### src/rtl/cpu16_pkg.sv
// Shared definitions for the cpu16 peripheral slice: interrupt controller
// register offsets, controller state encoding and a priority helper.
package cpu16_pkg;

  // Widest interrupt vector the controller supports (3-bit vec).
  localparam int N_IRQ_MAX = 8;

  // Register offsets inside the 4-byte interrupt controller window.
  localparam logic [1:0] IRQ_PEND = 2'd0;
  localparam logic [1:0] IRQ_MASK = 2'd1;
  localparam logic [1:0] IRQ_ISR  = 2'd2;
  localparam logic [1:0] IRQ_EOI  = 2'd3;

  typedef enum logic [1:0] {
    IDLE    = 2'd0,
    REQ     = 2'd1,
    SERVICE = 2'd2
  } irq_state_e;

  // Index of the lowest set bit (lowest index has highest priority).
  // Returns 0 for an all-zero vector; callers only use it when nonzero.
  function automatic logic [2:0] lowest_set(input logic [N_IRQ_MAX-1:0] v);
    logic [2:0] idx;
    idx = 3'd0;
    for (int i = N_IRQ_MAX - 1; i >= 0; i--) begin
      if (v[i]) begin
        idx = 3'(i);
      end else begin
        idx = idx;
      end
    end
    return idx;
  endfunction

endpackage

### src/rtl/sync_edge.sv
// Two-flop synchroniser for one asynchronous interrupt line followed by a
// rising-edge detector. The pulse is held off for the first cycles after
// reset so that a line already high when reset releases is treated as a
// level, not as a new request.
module sync_edge (
  input  logic clk,
  input  logic rst,
  input  logic a_i,
  output logic pulse_o
);

  logic       s1_q;
  logic       s2_q;
  logic       prev_q;
  logic [1:0] warm_q;

  // Synchroniser chain, edge reference flop and post-reset warm-up counter.
  always_ff @(posedge clk) begin
    if (rst) begin
      s1_q   <= 1'b0;
      s2_q   <= 1'b0;
      prev_q <= 1'b0;
      warm_q <= 2'd0;
    end else begin
      s1_q   <= a_i;
      s2_q   <= s1_q;
      prev_q <= s2_q;
      if (warm_q != 2'd3) begin
        warm_q <= warm_q + 2'd1;
      end
    end
  end

  // Edge is only trusted once the reference flop holds a real sample.
  assign pulse_o = s2_q & ~prev_q & (warm_q == 2'd3);

endmodule

### src/rtl/irq_ctrl.sv
// Priority interrupt controller: per-source edge capture into PEND,
// software mask, lowest-index-wins arbitration and an IDLE/REQ/SERVICE
// handshake with the CPU, all behind a 4-byte memory-mapped window.
module irq_ctrl
  import cpu16_pkg::*;
#(
  parameter int          N_SRC     = 8,
  parameter logic [15:0] BASE_ADDR = 16'hFF00
) (
  input  logic             clk,
  input  logic             rst,
  input  logic [N_SRC-1:0] src,
  input  logic [15:0]      bus_addr,
  input  logic [7:0]       bus_wdata,
  input  logic             bus_we,
  input  logic             bus_re,
  output logic [7:0]       bus_rdata,
  output logic             irq,
  input  logic             iack,
  output logic [2:0]       vec,
  output logic             in_service
);

  irq_state_e state_q, state_d;

  logic [N_SRC-1:0]     pend_q, pend_d;
  logic [N_SRC-1:0]     mask_q, mask_d;
  logic [N_SRC-1:0]     isr_q, isr_d;
  logic [2:0]           vec_q, vec_d;

  logic [N_SRC-1:0]     edge_s;
  logic [N_SRC-1:0]     req_s;
  logic [N_SRC-1:0]     w1c_s;
  logic [N_SRC-1:0]     ack_clr_s;
  logic [N_SRC-1:0]     win_oh_s;
  logic [N_IRQ_MAX-1:0] req_w_s;
  logic [N_IRQ_MAX-1:0] win_oh_w_s;
  logic [7:0]           rdata_s;
  logic [2:0]           win_s;
  logic [1:0]           off_s;
  logic                 sel_s;
  logic                 wr_pend_s;
  logic                 wr_mask_s;
  logic                 wr_eoi_s;

  for (genvar i = 0; i < N_SRC; i++) begin : g_src
    sync_edge u_sync (
      .clk     (clk),
      .rst     (rst),
      .a_i     (src[i]),
      .pulse_o (edge_s[i])
    );
  end

  // Window decode: only the four word-aligned offsets are claimed.
  assign sel_s     = (bus_addr[15:2] == BASE_ADDR[15:2]);
  assign off_s     = bus_addr[1:0];
  assign wr_pend_s = bus_we & sel_s & (off_s == IRQ_PEND);
  assign wr_mask_s = bus_we & sel_s & (off_s == IRQ_MASK);
  assign wr_eoi_s  = bus_we & sel_s & (off_s == IRQ_EOI);

  assign req_s = pend_q & mask_q;

  // Widen the request vector to the helper's fixed width.
  always_comb begin
    req_w_s = {N_IRQ_MAX{1'b0}};
    req_w_s[N_SRC-1:0] = req_s;
  end

  assign win_s      = lowest_set(req_w_s);
  assign win_oh_w_s = {{(N_IRQ_MAX-1){1'b0}}, 1'b1} << win_s;
  assign win_oh_s   = win_oh_w_s[N_SRC-1:0];

  // Software write strobes for PEND (W1C) and MASK.
  always_comb begin
    if (wr_pend_s) begin
      w1c_s = bus_wdata[N_SRC-1:0];
    end else begin
      w1c_s = {N_SRC{1'b0}};
    end
    if (wr_mask_s) begin
      mask_d = bus_wdata[N_SRC-1:0];
    end else begin
      mask_d = mask_q;
    end
  end

  // Handshake FSM: next state, vector latch, ISR and acknowledge clear.
  always_comb begin
    state_d   = state_q;
    vec_d     = vec_q;
    isr_d     = isr_q;
    ack_clr_s = {N_SRC{1'b0}};
    case (state_q)
      IDLE: begin
        if (|req_s) begin
          state_d = REQ;
        end else begin
          state_d = IDLE;
        end
      end
      REQ: begin
        // Withdrawal takes precedence: an iack against nothing is dropped.
        if (!(|req_s)) begin
          state_d = IDLE;
        end else if (iack) begin
          state_d   = SERVICE;
          vec_d     = win_s;
          isr_d     = win_oh_s;
          ack_clr_s = win_oh_s;
        end else begin
          state_d = REQ;
        end
      end
      SERVICE: begin
        if (wr_eoi_s) begin
          state_d = IDLE;
          isr_d   = {N_SRC{1'b0}};
        end else begin
          state_d = SERVICE;
        end
      end
      default: begin
        state_d = IDLE;
        isr_d   = {N_SRC{1'b0}};
      end
    endcase
  end

  // New edges are OR'd in last so a set beats any clear in the same cycle.
  assign pend_d = (pend_q & ~w1c_s & ~ack_clr_s) | edge_s;

  // Controller state and register file.
  always_ff @(posedge clk) begin
    if (rst) begin
      state_q <= IDLE;
      pend_q  <= {N_SRC{1'b0}};
      mask_q  <= {N_SRC{1'b0}};
      isr_q   <= {N_SRC{1'b0}};
      vec_q   <= 3'd0;
    end else begin
      state_q <= state_d;
      pend_q  <= pend_d;
      mask_q  <= mask_d;
      isr_q   <= isr_d;
      vec_q   <= vec_d;
    end
  end

  // Combinational read-back; unselected or unread cycles return zero.
  always_comb begin
    rdata_s = 8'h00;
    if (bus_re && sel_s) begin
      case (off_s)
        IRQ_PEND: rdata_s[N_SRC-1:0] = pend_q;
        IRQ_MASK: rdata_s[N_SRC-1:0] = mask_q;
        IRQ_ISR:  rdata_s[N_SRC-1:0] = isr_q;
        default:  rdata_s = 8'h00;
      endcase
    end else begin
      rdata_s = 8'h00;
    end
  end

  assign bus_rdata  = rdata_s;
  assign irq        = (state_q == REQ);
  assign in_service = (state_q == SERVICE);
  assign vec        = vec_q;

endmodule

### config.mk
export PLATFORM = sky130hd
export DESIGN_NAME = irq_ctrl
export DESIGN_NICKNAME = d
export VERILOG_FILES = /design/src/rtl/cpu16_pkg.sv /design/src/rtl/sync_edge.sv /design/src/rtl/irq_ctrl.sv
export SDC_FILE = /design/constraint.sdc
export NUM_CORES = 1
export LEC_CHECK = 0
export BUFFER_PORTS_ARGS = -buffer_cell sky130_fd_sc_hd__clkbuf_2
export CORE_UTILIZATION = 55
export DETAILED_ROUTE_END_ITERATION = 10
export GPL_TIMING_DRIVEN = 0
export PLACE_DENSITY = 0.86
export SKIP_LAST_GASP = 1
export SLEW_MARGIN = 20
export SYNTH_ARGS = -nofsm -noshare
export SYNTH_HDL_FRONTEND = slang
export SYNTH_SLANG_ARGS = --single-unit
### constraint.sdc
create_clock -name clk -period 1.95 [get_ports clk]
set_clock_uncertainty 0.05 [all_clocks]
set_input_delay 0.0975 -clock clk [delete_from_list [all_inputs] [get_ports clk]]
set_output_delay 0.0975 -clock clk [all_outputs]
set_load 0.005 [all_outputs]
# --- Word-level counts from Yosys, hierarchy flattened ---
# Index checks and enable logic that the tools add are counted.
classes:
  n_addsub: 8
  multipliers: 0
  div: 0
  magnitude_cmp: 0
  eq_ne: 25
  shift: 1
  mux: 23
  bitwise_logic: 35
  reduce_logical: 6
op_table:
  columns: ["operator", "n"]
  rows:
  - ["$mux W8", 8]
  - ["$pmux W8 S3", 2]
  - ["$and A8 B8 Y8", 3]
  - ["$mux W3", 8]
  - ["$eq A2 B2 Y1 const B", 11]
  - ["$and A1 B1 Y1", 20]
  - ["$add A2 B1 Y2 const B", 8]
  - ["$ne A2 B2 Y1 const B", 8]
  - ["$not A8 Y8", 2]
  - ["$eq A14 B14 Y1 const B", 1]
  - ["$not A1 Y1", 9]
  - ["$or A8 B8 Y8", 1]
  - ["$reduce_or A8 Y1", 1]
  - ["$shl A1 B3 Y8 const A", 1]
  - ["$mux W2", 3]
  - ["$ne A2 B1 Y1 const B", 3]
  - ["$pmux W2 S3", 1]
  - ["$eq A2 B1 Y1 const B", 2]
  - ["$logic_not A2 Y1", 2]
  - ["$reduce_and A4 Y1", 1]
  - ["$reduce_and A3 Y1", 1]
  - ["$logic_and A1 B1 Y1", 1]
  - ["$mux W1", 1]
totals:
  register_bits: 69
  latchBits: 0
  mem_bits_rw: 0
  mem_bits_ro: 0
  input_bits: 37
  out_inout_bits: 13
  wordCells: 135
  memories: 0

# --- Logic depth before layout (Yosys ltp) ---
depth:
  word_depth: 16
  ltp_mapped: 6
  mapped_depth_nobuf: 5

# --- Modules after synthesis ---
# A second synthesis with hierarchy kept.
hier_totals:
  hier_cells: 303
  hier_area_um2: 2846.5
modules_own_cells:
  columns: ["module", "instances", "cells_per_inst", "area_each_um2", "seq_area_each_um2"]
  rows:
  - ["irq_ctrl", 1, 183, 1525.2, 580.6]
  - ["sync_edge", 8, 15, 165.2, 100.1]

# --- Worst setup path before layout ---
# Ideal clock, no wire load.
synth_path:
  kind: "register -> register"
  start: "register state_q[0]"
  end: "register pend_q[6]"
  setup_time_ns: 0.117
  arrival_ns: 1.488
  t_required_ns: 1.783
  path_slack_ns: 0.295
  path_stages_with_launch: 6
  n_path_buf: 0
  period_less_slack_ns: 1.655
  path_cell_list: "dfxtp_1 nor2b_1 nand2_1 nor4b_1 a21oi_1 a32o_1"
synth_via:
  elab_chain_len: 5
synth_rtl:
  columns: ["element", "line", "text"]
  rows:
  - ["start: declaration", "irq_ctrl.sv:24", "irq_state_e state_q, state_d;"]
  - ["start signal: assignment", "irq_ctrl.sv:142", "state_q <= state_d;"]
  - ["$eq A2 B1 Y1", null, null]
  - ["net irq", "irq_ctrl.sv:18", "output logic irq,"]
  - ["$mux W8", "irq_ctrl.sv:94", "case (state_q)"]
  - ["$not A8 Y8", "irq_ctrl.sv:131", "assign pend_d = (pend_q & ~w1c_s & ~ack_clr_s) | edge_s;"]
  - ["$and A8 B8 Y8", "irq_ctrl.sv:131", null]
  - ["$or A8 B8 Y8", "irq_ctrl.sv:131", null]
  - ["end signal: assignment", "irq_ctrl.sv:137", "pend_q <= {N_SRC{1'b0}};"]
  - ["end signal: assignment", "irq_ctrl.sv:143", "pend_q <= pend_d;"]
  - ["end: declaration", "irq_ctrl.sv:26", "logic [N_SRC-1:0] pend_q, pend_d;"]
# The timed path passes the listed nets, and every way through them passes these cells.
# A chain may end at the register's enable or synchronous reset.

# --- Worst setup path after layout ---
layout_path:
  start: "register mask_q[3]"
  end: "register pend_q[5]"
layout_via:
  elab_chain_len: 12
  elab_cells_between_ends: 13
  cone_classes: "1 x shift; 7 x mux; 4 x bitwise; 1 x reduce/logical"
layout_rtl:
  columns: ["element", "line", "text"]
  rows:
  - ["start: declaration", "irq_ctrl.sv:27", "logic [N_SRC-1:0] mask_q, mask_d;"]
  - ["start signal: assignment", "irq_ctrl.sv:138", "mask_q <= {N_SRC{1'b0}};"]
  - ["start signal: assignment", "irq_ctrl.sv:144", "mask_q <= mask_d;"]
  - ["$and A8 B8 Y8 (*)", "irq_ctrl.sv:62", "assign req_s = pend_q & mask_q;"]
  - ["$mux W3 (4 in a row)", "cpu16_pkg.sv:26", "if (v[i]) begin"]
  - ["$shl A1 B3 Y8", "irq_ctrl.sv:71", "assign win_oh_w_s = {{(N_IRQ_MAX-1){1'b0}}, 1'b1} << win_s;"]
  - ["$mux W8", "irq_ctrl.sv:106", "end else if (iack) begin"]
  - ["$mux W8 (*)", "irq_ctrl.sv:104", "if (!(|req_s)) begin"]
  - ["$mux W8 (*)", "irq_ctrl.sv:94", null]
  - ["$not A8 Y8 (*)", "irq_ctrl.sv:131", null]
  - ["$and A8 B8 Y8 (*)", "irq_ctrl.sv:131", null]
  - ["$or A8 B8 Y8 (*)", "irq_ctrl.sv:131", null]
# Every way passes the cells marked *; elsewhere a longest branch is shown, timed or not.

==> qor.yml <==
synth:
  synthDistinctLibCells: 38
  synth_area_um2: 2880
  synth_flop_cell: "dfxtp_1"
  syn_avg_cell_area_um2: 9.36
  yosysSeqAreaShare: 0.479
  synth-seq-cells: 69
  synth_edf_count: 0
  async_reset_ff_frac: 0
  synth_nets: 353
  ys_warn_count: 0
  synthCells: 308
finish:
  num_antenna_cells: 0
  drive_gt1_frac: 0.192
  syn_to_final_growth_pct: 24.8
  fin_area_um2: 3600
  fin_nets: 430
  utilization: 0.738
critical_path:
  setup.worst_path.end_class: "register"
  arrival_ps: 2050
  cp_cell_sequence: "nand2_1 > a32o_1 > a31oi_1 > nand3_1 > a41o_1"
  critPathMaxStageDelay_ps: 420
  critPathLaunchType: "register"
  r2r_slack_ps: 80
  crit_start: "mask_q[3]$_SDFFE_PP0P_"
  cp.required_ps: 2140
  slowest_stage: "dfxtp_1"
  worstPathMaxFanout: 5
  ff2ff_path_depth: 5
  rr_startpoint: "mask_q[3]$_SDFFE_PP0P_"
  cp-endpoint: "pend_q[5]$_SDFF_PP0_"
  worst_r2r_endpoint: "pend_q[5]$_SDFF_PP0_"
  worstSetupPathType: "reg2reg"
route:
  firstDrtPassIters: 5
  antenna_left: 0
  drc: 0
  num_vias: 2459
  viasPerCell: 5.38
  drtIter0Drc: 226
  post_drt_wl_per_cell_um: 14.0
  routed_wl_mm: 6.38
die:
  die_area_um2: 5540
  die_y_um: 74.4
  core_area_um2: 4880
  fp-row-count: 25
  start_util: 0.591
  io_pins: 50
  chipWidth_um: 74.4
global_routing:
  track_usage: 0.248
  grt_max_degree: 12
  grt_pass1_wl_mm: 10.0
  first_global_vias: 2370
  antenna_found_initial: 0
  gr-total-overflow: 0
cts:
  clkSinkCount: 69
  worstSkewPairLatency_ps: 340
  cts_buffers: 9
  clkSlewWorstSetupHoldPaths_ps: 70
  post_cts_buffers: 0
  cts_buffer_depth: 2
  htreeDepth: 3
  cts-root-buf: "clkbuf_8"
  cts_tree: "built"
outcome:
  status: "complete, no violations"
timing:
  min_period_over_period: 0.957
  fmax_mhz: 536
  relSlewSlack: 0.533
  rsz0062_at_grt: "true"
  maxSlewViolCount: 0
  setup_ws_ps: 83.3
  hold_violations: 0
  holdWs_ps: 30.8
  period_minus_slack_ps: 1870
  setup_viol: 0
  tightest_slew_ps: 701
power_and_ir_drop:
  power_leakage_uw: 0.00161
  power_uw: 3020
  power.density_nw_per_um2: 840
  worst_ir_drop_vdd_mv: 0.624
min_path:
  hold_class: "in2reg"
place:
  port_buffers: 49
  place_area_um2: 3210
  post-dp-hpwl_mm: 4.30
  gp_congestion: 0.929
  preCtsSetupSlack_ps: 9.06
run:
  cap_violations: 0
sequential cells by signal, summed over array words and instances, names as in the netlist:
register and flops:
g_src.u_sync.warm_q 16, pend_q 8, isr_q 8, g_src.u_sync.s1_q 8, mask_q 8, g_src.u_sync.s2_q 8
vec 3, state_q 2, g_src.u_sync.prev_q 8
final cells by class:
type,instances,area [um2]
sequential,69,1380
tap,67,83.8
multi-input combinational,217,1440
fill,359,1280
buffer,14,61.3
timing repair buffer,66,415
clock buffer,12,145
inverter,8,30.0
clock inverter,4,47.5
critical path: cells and delay by family, from the launching register on:
| family | cells | cell delay [ps] |
|---|---|---|
| AOI/OAI and AO/OA | 3 | 920 |
| DFF | 1 | 420 |
| and+or+nand+nor | 2 | 360 |
synth_stat cells, drive strengths merged, types with 2 or more instances:
cell    instances  area share
and2            2      0.0043
nand4           5       0.011
and3            2      0.0043
mux2i          25       0.087
dfxtp          69        0.48
clkbuf          9       0.012
xor2            8       0.024
o32ai           2      0.0061
a22oi           5       0.013
a41o            5       0.017
o21ai           2      0.0035
a31oi           2      0.0065
nor2           46       0.060
a32o            4       0.014
buf             5      0.0095
a21oi          16       0.028
nor2b          29       0.063
ha              8       0.035
nand4b          2      0.0061
inv             8       0.010
nand2          28       0.036
nand3           9       0.016
and3b           5       0.015
worst min-delay path by stage:
stage | endpoint | depth (start not counted) | start
3_5_place_dp | g_src[3].u_sync.s1_q$_SDFF_PP0_ | 2 | src[3]
2_1_floorplan | g_src[0].u_sync.prev_q$_SDFF_PP0_ | 1 | rst
3_3_place_gp | g_src[2].u_sync.s1_q$_SDFF_PP0_ | 2 | src[2]
6_report | mask_q[1]$_SDFFE_PP0P_ | 3 | bus_wdata[1]
4_1_cts | mask_q[1]$_SDFFE_PP0P_ | 3 | bus_wdata[1]
5_1_grt | pend_q[1]$_SDFF_PP0_ | 3 | bus_wdata[1]
per-layer routing:
layer	vias up	GRT usage	wire (um)
li1	1224	-	-
met1	1117	0.268	2670
met2	96	0.430	3140
met3	22	0.0908	458
met4	0	0.113	108
met5	-	0	0
report_power, final:
part           total, uW  switching [uW]  internal [uW]
sequential          1560            52.1           1510
combinational        327             157            170
clock               1140             514            622
total               3020             723           2300
placed cells by master, fill, tap and decap left out, types with 10 or more instances in the layout:
cell type      netlist  layout
nor2b_1             29      28
dfxtp_1             69      69
a21oi_1             16      16
clkbuf_8             0      10
nand2_1             28      28
nor2_1              46      46
mux2i_1             25      25
clkbuf_2             0      49
clkbuf_1             9      11
dlygate4sd3_1        0      17
kinds of logic (layout without fill, tap and decap cells):
kind of cell / count (synthesis) / count (layout) / share of synthesized area
fa+ha+maj: 8 / 8 / 0.0347
mux: 25 / 25 / 0.0868
xor+xnor: 8 / 8 / 0.0243
compound gates: 43 / 43 / 0.108
flops: 69 / 69 / 0.479
buf+inv: 22 / 104 / 0.0317
simple gates: 133 / 133 / 0.236
repair_timing:
item	in CTS	in global routing
cloned	0	0
hold endpoints to repair	24	0
setup endpoints to repair	2	6
hold buffers	17	0
resized for setup	1	4
stage by stage:
step                      setup TNS (ps)  std cells
after floorplan                        0        308
after global placement                 0        424
after detailed placement               0        424
after CTS                              0        457
after global routing               -31.5        457
final                                  0        457
(Power assumes the default switching activity.)
